`config.mk`:
```
export PLATFORM = sky130hd
export DESIGN_NAME = fft_frame_sink
export DESIGN_NICKNAME = d
export VERILOG_FILES = /design/src/rtl/fft_stream_pkg.sv /design/src/rtl/axis_skid2.sv /design/src/rtl/fft_frame_sink.sv
export SDC_FILE = /design/constraint.sdc
export NUM_CORES = 1
export LEC_CHECK = 0
export BUFFER_PORTS_ARGS = -buffer_cell sky130_fd_sc_hd__buf_2
export CORE_ASPECT_RATIO = 1.5
export CORE_MARGIN = 2
export CORE_UTILIZATION = 59
export DETAILED_ROUTE_END_ITERATION = 16
export GPL_TIMING_DRIVEN = 1
export HOLD_SLACK_MARGIN = 0.1
export PLACE_DENSITY = 0.85
export SYNTH_ARGS = -nofsm -noshare
export SYNTH_HDL_FRONTEND = slang
export SYNTH_SLANG_ARGS = --single-unit
```
`constraint.sdc`:
```
create_clock -name SYS_CLK -period 16 [get_ports SYS_CLK]
set_input_delay 1.6 -clock SYS_CLK [delete_from_list [all_inputs] [get_ports SYS_CLK]]
set_output_delay 1.6 -clock SYS_CLK [all_outputs]
set_load 0.05 [all_outputs]
```
`src/rtl/fft_stream_pkg.sv`:
```
// Purpose: shared types, default sizes and helpers for the FFT result-stream sink.
// Latency: n/a (declarations only).
// Backpressure: n/a.
// Contents: fft_state_t framing FSM states, DEF_FFT_LEN/DEF_BIT_NUM defaults, clog2().
package fft_stream_pkg;

  typedef enum logic [1:0] {
    IDLE   = 2'd0,
    RECV   = 2'd1,
    RESYNC = 2'd2
  } fft_state_t;

  localparam int DEF_FFT_LEN = 512;
  localparam int DEF_BIT_NUM = 24;

  // Ceiling log2, usable in parameter/port-width expressions.
  function automatic int clog2(input int unsigned value);
    int r;
    r = 0;
    for (int k = 0; k < 32; k++) begin
      if ((32'd1 << k) < value) r = k + 1;
    end
    return r;
  endfunction

endpackage

```
`src/rtl/axis_skid2.sv`:
```
// Purpose: 2-entry skid buffer with registered ready, generic payload width.
// Latency: 1 cycle from push to pop_vld_o when empty; 1 beat/cycle sustained.
// Backpressure: push_rdy_o registered, high iff fewer than 2 entries held after this cycle.
// Ports: clk/rst (async active-high); push_i/push_dat_i/push_rdy_o upstream side;
//        pop_vld_o/pop_dat_o/pop_rdy_i downstream side.
module axis_skid2 #(
  parameter int W = 8
) (
  input  logic         clk,
  input  logic         rst,
  input  logic         push_i,
  input  logic [W-1:0] push_dat_i,
  output logic         push_rdy_o,
  output logic         pop_vld_o,
  output logic [W-1:0] pop_dat_o,
  input  logic         pop_rdy_i
);

  logic [W-1:0] mem_q [2];
  logic         wr_ptr_q;
  logic         rd_ptr_q;
  logic [1:0]   cnt_q;
  logic [1:0]   cnt_d;
  logic         rdy_q;
  logic         push;
  logic         pop;

  // Push is gated by our own ready so a careless caller cannot overfill.
  assign push = push_i & rdy_q;
  assign pop  = pop_vld_o & pop_rdy_i;

  assign cnt_d = cnt_q + 2'(push) - 2'(pop);

  assign push_rdy_o = rdy_q;
  assign pop_vld_o  = (cnt_q != 2'd0);
  assign pop_dat_o  = mem_q[rd_ptr_q];

  always_ff @(posedge clk or posedge rst) begin
    if (rst) begin
      for (int k = 0; k < 2; k++) mem_q[k] <= '0;
      wr_ptr_q <= 1'b0;
      rd_ptr_q <= 1'b0;
      cnt_q    <= 2'd0;
      rdy_q    <= 1'b0;
    end else begin
      if (push) begin
        mem_q[wr_ptr_q] <= push_dat_i;
        wr_ptr_q        <= ~wr_ptr_q;
      end
      if (pop) rd_ptr_q <= ~rd_ptr_q;
      cnt_q <= cnt_d;
      rdy_q <= (cnt_d < 2'd2);
    end
  end

endmodule

```
`src/rtl/fft_frame_sink.sv`:
```
// Purpose: AXI-Stream sink for FFT results: frame alignment check, I/Q split, drop-until-resync.
// Latency: 1 cycle from accepted beat to DATA_OUT_VALID when the skid buffer is empty.
// Backpressure: s_axis_tready registered from a 2-entry skid buffer driven by data_out_ready.
// Ports: SYS_CLK/SYS_RST; s_axis_* input stream; I/Q_DATA_OUT, DATA_OUT_VALID, data_out_ready,
//        out_first/out_last/out_index sideband; frame_cnt, err_*_cnt, err_pulse debug outputs.
module fft_frame_sink
  import fft_stream_pkg::*;
#(
  parameter  int BIT_NUM = DEF_BIT_NUM,
  parameter  int FFT_LEN = DEF_FFT_LEN,
  localparam int IDX_W   = clog2(FFT_LEN)
) (
  input  logic                      SYS_CLK,
  input  logic                      SYS_RST,
  input  logic [2*BIT_NUM-1:0]      s_axis_tdata,
  input  logic                      s_axis_tvalid,
  input  logic                      s_axis_tlast,
  output logic                      s_axis_tready,
  output logic signed [BIT_NUM-1:0] I_DATA_OUT,
  output logic signed [BIT_NUM-1:0] Q_DATA_OUT,
  output logic                      DATA_OUT_VALID,
  input  logic                      data_out_ready,
  output logic                      out_first,
  output logic                      out_last,
  output logic [IDX_W-1:0]          out_index,
  output logic [15:0]               frame_cnt,
  output logic [15:0]               err_early_cnt,
  output logic [15:0]               err_missing_cnt,
  output logic                      err_pulse
);

  localparam int                PW       = 2 + IDX_W + 2*BIT_NUM;
  localparam logic [IDX_W-1:0] LAST_IDX = IDX_W'(FFT_LEN - 1);

  fft_state_t       state_q, state_d;
  logic [IDX_W-1:0] idx_q, idx_d;
  logic [15:0]      frame_cnt_q, err_early_cnt_q, err_missing_cnt_q;
  logic             err_pulse_q;

  logic             accept;
  logic             fwd;
  logic             tag_first, tag_last;
  logic             ev_good, ev_early, ev_missing;
  logic [PW-1:0]    push_dat;
  logic [PW-1:0]    pop_dat;

  assign accept = s_axis_tvalid & s_axis_tready;
  // Beats seen while resynchronising are consumed but never written to the buffer.
  assign fwd    = accept & (state_q != RESYNC);

  always_comb begin
    state_d    = state_q;
    idx_d      = idx_q;
    tag_first  = 1'b0;
    tag_last   = 1'b0;
    ev_good    = 1'b0;
    ev_early   = 1'b0;
    ev_missing = 1'b0;
    case (state_q)
      // IDLE and RECV share one path: idx_q is always 0 in IDLE, so an IDLE
      // beat with tlast lands in the early-end branch (or good end if FFT_LEN==1).
      IDLE, RECV: begin
        if (accept) begin
          tag_first = (state_q == IDLE);
          if (s_axis_tlast) begin
            tag_last = 1'b1;
            ev_good  = (idx_q == LAST_IDX);
            ev_early = (idx_q != LAST_IDX);
            state_d  = IDLE;
            idx_d    = '0;
          end else if (idx_q == LAST_IDX) begin
            tag_last   = 1'b1;
            ev_missing = 1'b1;
            state_d    = RESYNC;
            idx_d      = '0;
          end else begin
            state_d = RECV;
            idx_d   = idx_q + IDX_W'(1);
          end
        end
      end
      RESYNC: begin
        if (accept && s_axis_tlast) state_d = IDLE;
      end
      default: state_d = IDLE;
    endcase
  end

  always_ff @(posedge SYS_CLK or posedge SYS_RST) begin
    if (SYS_RST) begin
      state_q           <= IDLE;
      idx_q             <= '0;
      frame_cnt_q       <= 16'd0;
      err_early_cnt_q   <= 16'd0;
      err_missing_cnt_q <= 16'd0;
      err_pulse_q       <= 1'b0;
    end else begin
      state_q     <= state_d;
      idx_q       <= idx_d;
      err_pulse_q <= ev_early | ev_missing;
      if (ev_good) frame_cnt_q <= frame_cnt_q + 16'd1;
      if (ev_early && err_early_cnt_q != 16'hFFFF)
        err_early_cnt_q <= err_early_cnt_q + 16'd1;
      if (ev_missing && err_missing_cnt_q != 16'hFFFF)
        err_missing_cnt_q <= err_missing_cnt_q + 16'd1;
    end
  end

  // tdata is already {Q, I}, so the payload is a plain concatenation.
  assign push_dat = {tag_first, tag_last, idx_q, s_axis_tdata};

  axis_skid2 #(
    .W (PW)
  ) u_skid (
    .clk        (SYS_CLK),
    .rst        (SYS_RST),
    .push_i     (fwd),
    .push_dat_i (push_dat),
    .push_rdy_o (s_axis_tready),
    .pop_vld_o  (DATA_OUT_VALID),
    .pop_dat_o  (pop_dat),
    .pop_rdy_i  (data_out_ready)
  );

  assign {out_first, out_last, out_index, Q_DATA_OUT, I_DATA_OUT} = pop_dat;

  assign frame_cnt       = frame_cnt_q;
  assign err_early_cnt   = err_early_cnt_q;
  assign err_missing_cnt = err_missing_cnt_q;
  assign err_pulse       = err_pulse_q;

endmodule

```
After elaboration in Yosys (flattened, before gate mapping)

Cells that the tools add are included.

Register bits after elaboration: 183
Input port bits: 53
Output and inout bits: 110
Word-level logic and storage cells: 77

Add/subtract/negate cells: 6
Magnitude comparators: 4
Eq/ne operators: 9
Mux-type cells: 28
Bitwise operators: 9
Reductions and logical operators: 9

Operator list:

| kind                                                                          | count |
|---|---|
| 59-bit two-way mux                                                            | 4 |
| 118-bit bitwise mux                                                           | 1 |
| 59-bit demux with 1-bit select                                                | 1 |
| 16-bit by 1-bit adder with 16-bit output (second input constant)              | 3 |
| 16-bit != test (second input constant)                                        | 2 |
| 9-bit two-way mux                                                             | 2 |
| 1-bit two-way mux                                                             | 15 |
| 9-bit by 1-bit adder with 9-bit output (second input constant)                | 1 |
| 9-bit equality test (second input constant)                                   | 1 |
| 9-bit != test (second input constant)                                         | 1 |
| 2-bit two-way mux                                                             | 4 |
| 2-bit != test (second input constant)                                         | 3 |
| 1-bit AND                                                                     | 4 |
| 2-bit >= comparator (second input constant)                                   | 2 |
| 1-bit logical AND                                                             | 4 |
| 1-bit inverter with 2-bit output                                              | 2 |
| 2-bit case mux with 2 select lines                                            | 1 |
| 2-bit AND reduction                                                           | 2 |
| 2-bit by 1-bit adder with 2-bit output                                        | 1 |
| 2-bit by 1-bit equality test with 1-bit output (second input constant)        | 1 |
| 2-bit equality test (second input constant)                                   | 1 |
| 2-bit logical NOT                                                             | 1 |
| 2-bit by 1-bit less-than comparator with 1-bit output (second input constant) | 1 |
| 2-bit less-than comparator (second input constant)                            | 1 |
| other kinds (5)                                                               | 6 |

Logic depth before layout (Yosys ltp)

Depth after elaboration: 6
Gate-level depth with buffers: 9
Gate-level depth less buffers: 8

Modules after synthesis

A second synthesis with hierarchy kept.

Cells, all modules: 620
Area total of the unflattened synthesis: 8594.5 µm²

Modules (own cells, without submodules):

| module         | times used | cells an instance | area each (µm²) | sequential area each (µm²) |
|---|---|---|---|---|
| axis_skid2     | 1          | 336               | 5600.4          | 3078.0 |
| fft_frame_sink | 1          | 284               | 2994.1          | 1501.4 |

Worst setup path before layout

Ideal clock, no wire load.

Path kind: reg-to-output
Start point: reg u_skid.rd_ptr_q
End point: out out_first
Data arrival time: 1.857 ns
Required time: 14.400 ns
Setup slack: 12.543 ns
Stages on the path, launching flop included: 4
Path buffers: 2
Cells stage by stage: dfrtp_1 > clkbuf_1 > clkbuf_1 > o21ai_0

Longest elaborated chain between the ends: 4

RTL lines:

| what                                                   | RTL line             | RTL |
|---|---|---|
| start: declaration                                     | axis_skid2.sv:21     | `logic rd_ptr_q;` |
| start signal: assignment                               | axis_skid2.sv:50     | `if (pop) rd_ptr_q <= ~rd_ptr_q;` |
| 1-bit inverter with 2-bit output (implied by the code) | axis_skid2.sv:36     | `assign pop_dat_o = mem_q[rd_ptr_q];` |
| 59-bit two-way mux (implied by the code) (3 in series) | axis_skid2.sv:36     |  |
| end: declaration                                       | fft_frame_sink.sv:23 | `output logic out_first,` |

Every way passes these cells. The select of a mux whose other input is x is not followed.

Final worst setup path

Start point: reg u_skid.rd_ptr_q
End point: out out_index[1]

Longest elaborated chain between the ends: 4

RTL lines:

| what                                                   | RTL line             | RTL |
|---|---|---|
| 1-bit inverter with 2-bit output (implied by the code) | axis_skid2.sv:36     |  |
| 59-bit two-way mux (implied by the code) (3 in series) | axis_skid2.sv:36     |  |
| end: declaration                                       | fft_frame_sink.sv:25 | `output logic [IDX_W-1:0] out_index,` |

Every way passes these cells. The select of a mux whose other input is x is not followed.

==> results.md <==
- Top Usage Layer GRT: met2
- TritonCTS Sinks: 183
- Core area: 13500 sq um
- Antenna violations before repair: 0
- Fraction of layout cells with a size suffix above 1: 50.1%
- Area leader, netlist: dfrtp_1
- Status: finished clean
- Synth Register Bits: 183
- Switching share of power: 42.4%
- Worst-case clock buffer depth: 2
- Most frequent cells after synthesis: dfrtp_1, mux2_2, nand2_1
- Syn Nets: 668
- Highest Clock Rate: 259 MHz
- Switch Pwr: 875 uW
- GR Overflow Total: 0
- Setup Fix Bufs, Post-CTS: 0
- Crit path DAT: 2.26 ns
- Synthesis Warnings: 0
- Via density: 5.71
- First-pass DRT Iterations: 4
- Dpl hpwl: 11800 microns
- Setup_tns: 0 ns
- Die Span X: 100 microns
- Chip height: 149 microns
- Mapped Avg Cell Area: 13.6 sq um
- Final Max Tran Viols: 0
- Filler cells: 926
- PortBufs: 162
- Cts repair resizes: 0
- Count leader, synth: dfrtp_1
- Clock transition at the registers of the reported paths: 0.07 ns
- Routed WL: 17000 microns
- Met3 Use GR: 5.50%
- P_leak: 0.00473 uW
- Layout net count: 828
- Internal power: 1190 uW
- Final hold violation count: 0
- Final period util: 24.1%
- Maximum VDD drop: 0.118 mV
- # DRC: 0
- CTS Hold Bufs: 0
- Cts bufs inserted: 17
- First-pass GRT wire length: 28000 microns
- Htree depth: 4
- Worst setup SP type: flop
- Met2 Resource Use GR: 44.2%
- Share of async-settable or async-resettable flops after synthesis: 100%
- Top Ports: 163
- Critical path peak fanout: 41
- Share of the synthesized area in the top cell type: 55.6%
- HP Class: reg -> reg
- Vias in the first global route: 5789
- Critical Path RT: 14.40 ns
- Max_cap viols: 0
- Total Power: 2070 uW
- Slew headroom: 22.2%
- Reg power frac: 34.9%
- Mapped Cells: 607
- Clock network power share: 20.4%
- Placed Instances: 910
- Final clock skew: 0.0113 ns
- Met1 Use GR: 26.7%
- Die area: 14900 sq um
- WL/cell: 18.1 microns
- Initial Utilization: 60.8%
- Slew of the pin with the lowest slew margin: 1.16 ns
- Clock network latency to the later pin of the worst-skew pair: 0.42 ns
- Ranking of synthesized cells by area: dfrtp_1, mux2_2, xor2_1, xnor2_1, nand2_1
- Min Tclk post-route: 3.86 ns
- Post-synthesis sequential area ratio: 55.6%
- Pin count of the biggest net entering global routing: 96
- Critical path class: reg -> out
- # rows: 52
- # diodes: 0
- CTS tree: done
- Power share of the combinational group: 44.7%
- Post-synthesis cell area: 8230 sq um
- Primary FF master, synth: dfrtp_1
- Number of flops mapped to enable cells by yosys: 0
- Gr usage total: 23.8%
- Fin cells: 941
- Root Buffer: clkbuf_16
- Iter 0 DRT Violations: 159
- Final Setup Violations: 0
- Pwr/cell area: 212 nW/um^2
- Critical Path End Type: output pin
- Via Count: 5372
- P&R area growth vs syn: 18.4%
- Synth cell types: 43
- Post-route ant nets: 0
- RSZ-0062 raised after global routing: false
- Placer Congestion: 0.774
worst max-delay path, cell delays in order, from the launching register on:
cell and delay (ns):
dfrtp_2 0.65, buf_4 0.53, mux2_2 0.41, buf_2 0.21
per-stage QoR:
step           setup slack [ns]  utilization [%]  hold WS, ns  area [sq um]
2_1_floorplan              9.43                -        0.454          8230
3_3_place_gp              12.55             67.6        0.458          9150
3_5_place_dp              12.46             67.6        0.466          9150
4_1_cts                   12.12             72.0        0.479          9750
5_1_grt                   12.02             72.0        0.507          9750
6_report                  12.14             72.0        0.473          9750
cells by family (layout without fill, tap and decap cells):
| family | Yosys count | in the layout | synth area share [%] |
|---|---|---|---|
| adders and majority gates | 8 | 8 | 1.22 |
| DFF | 183 | 183 | 55.6 |
| xor gates and xnor gates | 50 | 50 | 5.32 |
| AOI/OAI and AO/OA | 16 | 16 | 1.20 |
| and+or+nand+nor | 140 | 140 | 10.1 |
| buffers and inverters | 32 | 204 | 2.13 |
| muxes | 178 | 178 | 24.3 |
power groups by stage:
stage | clock network (uW) | logic [uW] | registers (uW)
after global routing | 450 | 973 | 738
after floorplan | 0 | 758 | 706
after global placement | 0 | 905 | 715
after detailed placement | 0 | 930 | 726
after CTS | 430 | 934 | 720
final | 422 | 924 | 721
area by class of cell:
cell class / count / area [sq um] / area share (%)
flip-flops and latches: 183 / 4580 / 47.0
inverters: 7 / 31.3 / 0.321
multi-input cells: 392 / 3490 / 35.8
clock inverters: 13 / 170 / 1.75
repair buffers: 166 / 841 / 8.63
well taps: 162 / 203 / 2.08
clock buffers: 18 / 429 / 4.40
worst paths after layout:
check,start,end,slack (ns),cells after the start
max in group asynchronous,SYS_RST,u_skid.mem_q[104],12.95,3
min in group asynchronous,SYS_RST,u_skid.mem_q[83],1.34,2
worst max-delay path,u_skid.rd_ptr_q,out_index[1],12.14,3
worst min-delay path,frame_cnt[15],frame_cnt[15],0.47,1
worst min register to register,frame_cnt[15],frame_cnt[15],0.47,1
worst max register to register,idx_q[0],err_missing_cnt[1],13.29,8
layer usage:
layer	vias up	wire length, microns	share of wire, %
li1	2484	-	-
met3	23	660	3.9
met1	2739	6610	39
met2	126	9420	55
met4	0	303	1.8
met5	-	0	0
state kept, by name (all words and copies together), names as in the netlist:
register / cells
err_early_cnt: 16
u_skid.mem_q: 118
u_skid.cnt_q: 2
err_missing_cnt: 16
u_skid.push_rdy_o: 1
err_pulse: 1
u_skid.rd_ptr_q: 1
idx_q: 9
u_skid.wr_ptr_q: 1
frame_cnt: 16
state_q: 2
cells in the final DEF (no fill, tap or decap), types with 8 or more instances in the layout:
cell / instances
clkbuf_16: 17
nand2_1: 28
nor4_2: 9
buf_2: 162
mux2_2: 171
xor2_1: 27
dfrtp_1: 182
nor3_1: 14
ha_1: 8
and3_1: 9
nand4_1: 15
xnor2_1: 23
nand3_1: 21
nor2_1: 14
o21ai_0: 9
Note: power is estimated with default switching activity, not from simulation.
